==> src/rtl/clk_mon_pkg.sv <==
// Shared types and default constants for the clock-ratio monitor.
package clk_mon_pkg;

  typedef enum logic [1:0] {
    WAIT_LOCK = 2'd0,
    MEASURE   = 2'd1,
    RUN       = 2'd2,
    FAULT     = 2'd3
  } mon_state_e;

  localparam int unsigned DEF_WINDOW       = 1000;
  localparam int unsigned DEF_DIV          = 5;
  localparam int unsigned DEF_TOL          = 2;
  localparam int unsigned DEF_GOOD_WINDOWS = 4;
  localparam int unsigned DEF_LOCK_STABLE  = 256;

endpackage

==> src/rtl/sync_edge_detect.sv <==
// Two-flop synchronizer for an asynchronous level, with an optional
// registered rising-edge detect one flop further down.
module sync_edge_detect #(
  parameter logic RST_VAL = 1'b0,
  parameter bit   EDGE_EN = 1'b1
) (
  input  logic clk_i,
  input  logic rst_i,
  input  logic d_i,
  output logic level_o,
  output logic edge_o
);

  logic s1, s2;

  always_ff @(posedge clk_i) begin
    if (rst_i) begin
      s1 <= RST_VAL;
      s2 <= RST_VAL;
    end else begin
      s1 <= d_i;
      s2 <= s1;
    end
  end

  assign level_o = s2;

  if (EDGE_EN) begin : g_edge
    logic s3;
    always_ff @(posedge clk_i) begin
      if (rst_i) s3 <= RST_VAL;
      else       s3 <= s2;
    end
    assign edge_o = s2 & ~s3;
  end else begin : g_no_edge
    assign edge_o = 1'b0;
  end

endmodule

==> src/rtl/clk_ratio_monitor.sv <==
// Qualifies the divided pixel clock against the serializer clock: debounces
// PLL lock, counts sample edges per window, gates downstream reset and flags drift.
module clk_ratio_monitor
  import clk_mon_pkg::*;
#(
  parameter int unsigned WINDOW       = DEF_WINDOW,
  parameter int unsigned DIV          = DEF_DIV,
  parameter int unsigned TOL          = DEF_TOL,
  parameter int unsigned GOOD_WINDOWS = DEF_GOOD_WINDOWS,
  parameter int unsigned LOCK_STABLE  = DEF_LOCK_STABLE,
  localparam int unsigned CW          = $clog2(WINDOW + 1)
) (
  input  logic          clk_i,
  input  logic          rst_i,
  input  logic          lock_i,
  input  logic          sample_i,
  input  logic          clear_i,
  output logic          rst_o,
  output logic          ok_o,
  output logic          fault_o,
  output logic [CW-1:0] count_o
);

  localparam int unsigned WW  = $clog2(WINDOW);
  localparam int unsigned LW  = $clog2(LOCK_STABLE);
  localparam int unsigned GW  = $clog2(GOOD_WINDOWS + 1);
  localparam int unsigned EXP = WINDOW / DIV;
  // Lower bound clamps at zero so a large TOL cannot underflow.
  localparam int unsigned LO  = (EXP > TOL) ? (EXP - TOL) : 0;
  localparam int unsigned HI  = EXP + TOL;

  mon_state_e    state, state_n;
  logic [LW-1:0] lock_cnt, lock_n;
  logic [WW-1:0] win_cnt, win_n;
  logic [CW-1:0] edge_cnt, edge_n, edge_fin;
  logic [GW-1:0] good_cnt, good_n;
  logic [CW-1:0] count_n;
  logic          fault_n;
  logic          lock_s, smp_edge;
  logic          win_last, lock_last, good_last, pass;

  sync_edge_detect #(.RST_VAL(1'b0), .EDGE_EN(1'b0)) u_lock_sync (
    .clk_i   (clk_i),
    .rst_i   (rst_i),
    .d_i     (lock_i),
    .level_o (lock_s),
    .edge_o  ()
  );

  sync_edge_detect #(.RST_VAL(1'b0), .EDGE_EN(1'b1)) u_smp_sync (
    .clk_i   (clk_i),
    .rst_i   (rst_i),
    .d_i     (sample_i),
    .level_o (),
    .edge_o  (smp_edge)
  );

  // Edge on the closing cycle still lands in the window; counter saturates.
  assign edge_fin  = (smp_edge && (edge_cnt != {CW{1'b1}})) ? edge_cnt + 1'b1 : edge_cnt;
  assign pass      = (32'(edge_fin) >= LO) && (32'(edge_fin) <= HI);
  assign win_last  = (win_cnt == WW'(WINDOW - 1));
  assign lock_last = (lock_cnt == LW'(LOCK_STABLE - 1));
  assign good_last = ((32'(good_cnt) + 32'd1) == GOOD_WINDOWS);

  always_comb begin
    state_n = state;
    lock_n  = lock_cnt;
    win_n   = win_cnt;
    edge_n  = edge_cnt;
    good_n  = good_cnt;
    count_n = count_o;
    fault_n = fault_o;
    // Lowest priority: any fault raised below overrides the clear.
    if (clear_i) fault_n = 1'b0;
    unique case (state)
      WAIT_LOCK: begin
        win_n  = '0;
        edge_n = '0;
        good_n = '0;
        if (!lock_s)        lock_n = '0;
        else if (lock_last) begin
          lock_n  = '0;
          state_n = MEASURE;
        end else            lock_n = lock_cnt + 1'b1;
      end
      MEASURE, RUN: begin
        lock_n = '0;
        if (!lock_s) begin
          state_n = WAIT_LOCK;
          win_n   = '0;
          edge_n  = '0;
          good_n  = '0;
          if (state == RUN) fault_n = 1'b1;
        end else if (win_last) begin
          win_n   = '0;
          edge_n  = '0;
          count_n = edge_fin;
          if (state == MEASURE) begin
            if (pass) begin
              good_n = good_cnt + 1'b1;
              if (good_last) state_n = RUN;
            end else begin
              good_n = '0;
            end
          end else if (!pass) begin
            state_n = FAULT;
            fault_n = 1'b1;
          end
        end else begin
          win_n  = win_cnt + 1'b1;
          edge_n = edge_fin;
        end
      end
      FAULT: begin
        lock_n = '0;
        win_n  = '0;
        edge_n = '0;
        good_n = '0;
        if (clear_i) state_n = WAIT_LOCK;
      end
      default: state_n = WAIT_LOCK;
    endcase
  end

  always_ff @(posedge clk_i) begin
    if (rst_i) begin
      state    <= WAIT_LOCK;
      lock_cnt <= '0;
      win_cnt  <= '0;
      edge_cnt <= '0;
      good_cnt <= '0;
      count_o  <= '0;
      fault_o  <= 1'b0;
      rst_o    <= 1'b1;
      ok_o     <= 1'b0;
    end else begin
      state    <= state_n;
      lock_cnt <= lock_n;
      win_cnt  <= win_n;
      edge_cnt <= edge_n;
      good_cnt <= good_n;
      count_o  <= count_n;
      fault_o  <= fault_n;
      // Registered from the current state, so they trail entry to RUN by a cycle.
      rst_o    <= (state != RUN);
      ok_o     <= (state == RUN);
    end
  end

endmodule

==> config.mk <==
export PLATFORM = sky130hd
export DESIGN_NAME = clk_ratio_monitor
export DESIGN_NICKNAME = d
export VERILOG_FILES = /design/src/rtl/clk_mon_pkg.sv /design/src/rtl/sync_edge_detect.sv /design/src/rtl/clk_ratio_monitor.sv
export SDC_FILE = /design/constraint.sdc
export NUM_CORES = 1
export LEC_CHECK = 0
export CORE_MARGIN = 2
export CORE_UTILIZATION = 57
export DETAILED_ROUTE_END_ITERATION = 16
export PLACE_DENSITY = 0.86
export SLEW_MARGIN = 20
export SYNTH_ARGS = -nofsm -noshare
export SYNTH_HDL_FRONTEND = slang
export SYNTH_HIERARCHICAL = 1
export SYNTH_SLANG_ARGS = --single-unit
==> constraint.sdc <==
create_clock -name clk_i -period 3.1 [get_ports clk_i]
set_input_delay 0.775 -clock clk_i [delete_from_list [all_inputs] [get_ports clk_i]]
set_output_delay 0.775 -clock clk_i [all_outputs]
set_load 0.005 [all_outputs]
==> impl_metrics.py <==
metrics = {
    "drt": {
        "drt_wl_total_um": 4320,
        "drc": 0,
        "drtPass1Iterations": 4,
        "drtIter0Drc": 89,
        "ant_nets": 0,
        "vias_per_cell": 5.56,
        "vias": 1852,
        "avgRoutedWirePerCell_um": 13.0,
    },
    "finish": {
        "final_cells": 333,
        "multiInputGateArea_um2": 1250,
        "nets": 299,
        "area_growth_syn_to_layout_pct": 12.7,
        "drive_above_1_share_pct": 5.65,
        "stdcell_area_um2": 2620,
        "fillers": 331,
        "diodes": 0,
        "regArea_um2": 1020,
        "fin_util_pct": 65.9,
    },
    "floorplanning": {
        "core_area_um2": 3970,
        "die_area_um2": 4600,
        "die-width_um": 67.8,
        "pin_count": 18,
        "die_y_um": 67.8,
        "initial_core_util_pct": 58.5,
        "fp-row-count": 23,
    },
    "timing": {
        "period_minus_slack_ns": 2.78,
        "maxSlewViolCount": 0,
        "worstMarginPinSlew_ns": 0.707,
        "setup_tns_ns": 0,
        "skew_ns": 0.00841,
        "fin_crit_sh_pct": 89.5,
        "max_freq_mhz": 360,
        "finalHoldViolCount": 0,
        "setup_viol": 0,
        "relSlewSlack_pct": 52.8,
        "rsz0062_at_grt": "no",
    },
    "clocking": {
        "cts_root_buf": "clkbuf_8",
        "cts_buffer_depth": 2,
        "clk_pin_slew_ns": 0.08,
        "numCtsBuffers": 5,
        "clock-sinks": 51,
        "cts_setup_buffers": 0,
        "h-tree-depth": 2,
        "cts_resized": 0,
        "hold_buffers": 0,
        "cts_tree": "yes",
        "clkLatencyLatePin_ns": 0.30,
    },
    "placed_design": {
        "gp_congestion": 0.888,
        "dp_hpwl_um": 3100,
        "portBuffers": 17,
        "post-place-cells": 327,
        "dpl_cell_area_um2": 2540,
    },
    "global_routing": {
        "grt_max_degree": 25,
        "grt_pass1_vias": 1708,
        "grt_antenna_before_repair": 0,
        "grt_pass1_wl_um": 7160,
        "overflow": 0,
        "grt_use_total_pct": 20.7,
    },
    "power": {
        "power_density_nw_per_um2": 407,
        "leakage_nw": 0.910,
        "power_mw": 1.07,
        "vdd_drop_max_v": 0.000341,
    },
    "setup_path": {
        "end_kind": "flip-flop",
        "cp_num_buf_inv": 0,
        "cpMaxStageDelayCell": "dfxtp_1",
        "worst-setup-path-type": "reg2reg",
        "critical_path_arrival_ns": 2.97,
        "path_cells": "ha_1, nand3_1, or3_1, a221oi_1, and4b_1, a41oi_1, a311oi_1, mux2_1",
        "r2r_slack_ns": 0.32,
        "max_stage_delay_ns": 0.44,
        "worstPathMaxFanout": 6,
        "critical-path-top-delay-family": "simple AND/OR/NAND/NOR gates",
        "crit_path_start_kind": "flip-flop",
        "critPathRequiredTime_ns": 3.29,
    },
    "worst_hold_path": {
        "hp-class": "reg2reg",
    },
    "synth": {
        "netlist_area_um2": 2320,
        "syn_nets": 280,
        "yosys_warnings": 6,
        "synth_cells": 265,
        "synth_area_per_cell_um2": 8.77,
    },
    "run": {
        "maxCapViolCount": 0,
    },
    "outcome": {
        "status": "complete, no violations",
    },
}
[routing by layer]
| layer | part of all wire, % | global-route usage [%] | wire, µm | vias to the layer above |
|---|---|---|---|---|
| li1 | - | - | - | 952 |
| met1 | 47 | 24.1 | 2020 | 861 |
| met2 | 48 | 36.4 | 2070 | 31 |
| met3 | 3.4 | 5.43 | 149 | 8 |
| met4 | 1.8 | 8.00 | 78 | 0 |
| met5 | 0 | 0 | 0 | - |
[worst reg2reg max path: stages, from the launching register on]
cell	delay, ns
dfxtp_1	0.44
ha_1	0.25
nand3_1	0.14
or3_1	0.36
a221oi_1	0.27
and4b_1	0.31
a41oi_1	0.16
a311oi_1	0.38
mux2_1	0.36
[final timing paths]
path             startpoint                   to  cells after the start
max reg2reg     edge_cnt[0]             state[0]                      8
max             edge_cnt[0]             state[0]                      8
min reg2reg  u_lock_sync/s1  u_lock_sync/level_o                      1
min          u_lock_sync/s1  u_lock_sync/level_o                      1
[per-stage QoR]
stage	worst slack, ns	hold WS [ns]
3_3_place_gp	0.504	0.418
3_5_place_dp	0.396	0.426
5_1_grt	0.125	0.471
4_1_cts	0.374	0.446
2_1_floorplan	0.666	0.414
6_report	0.324	0.445
[cell type report]
class / instances / area share [%]
multi-input combinational: 199 / 47.6
tap: 50 / 2.39
clock buffer: 6 / 2.77
sequential: 51 / 39.0
timing repair buffer: 19 / 7.07
inverter: 8 / 1.15
[sequential cells by signal (all words and copies together), names as in the netlist, 2 cells and up]
register / flops
edge_cnt: 10
win_cnt: 10
good_cnt: 3
state: 2
count_o: 10
lock_cnt: 8
[power by group]
group	switching, mW	internal, mW	total [mW]
combinational	0.0304	0.0255	0.0559
clock	0.194	0.151	0.345
sequential	0.00455	0.661	0.665
total	0.229	0.837	1.07
[cell usage in the layout (no fill, tap or decap), types with 2 or more instances in the layout]
master           count
nor2_1              52
dfxtp_1             51
nand2_1             21
clkdlybuf4s50_1     17
a21oi_1             13
xnor2_1             11
nand3_1             10
ha_1                10
inv_1                8
nor2b_1              8
and3_1               7
xor2_1               6
or3_1                5
a211oi_1             5
clkbuf_8             5
nand4_1              4
o21ai_0              4
nor3_1               3
mux2i_1              3
or2_2                3
and4_1               2
a21boi_0             2
buf_4                2
(Power assumes the default switching activity.)
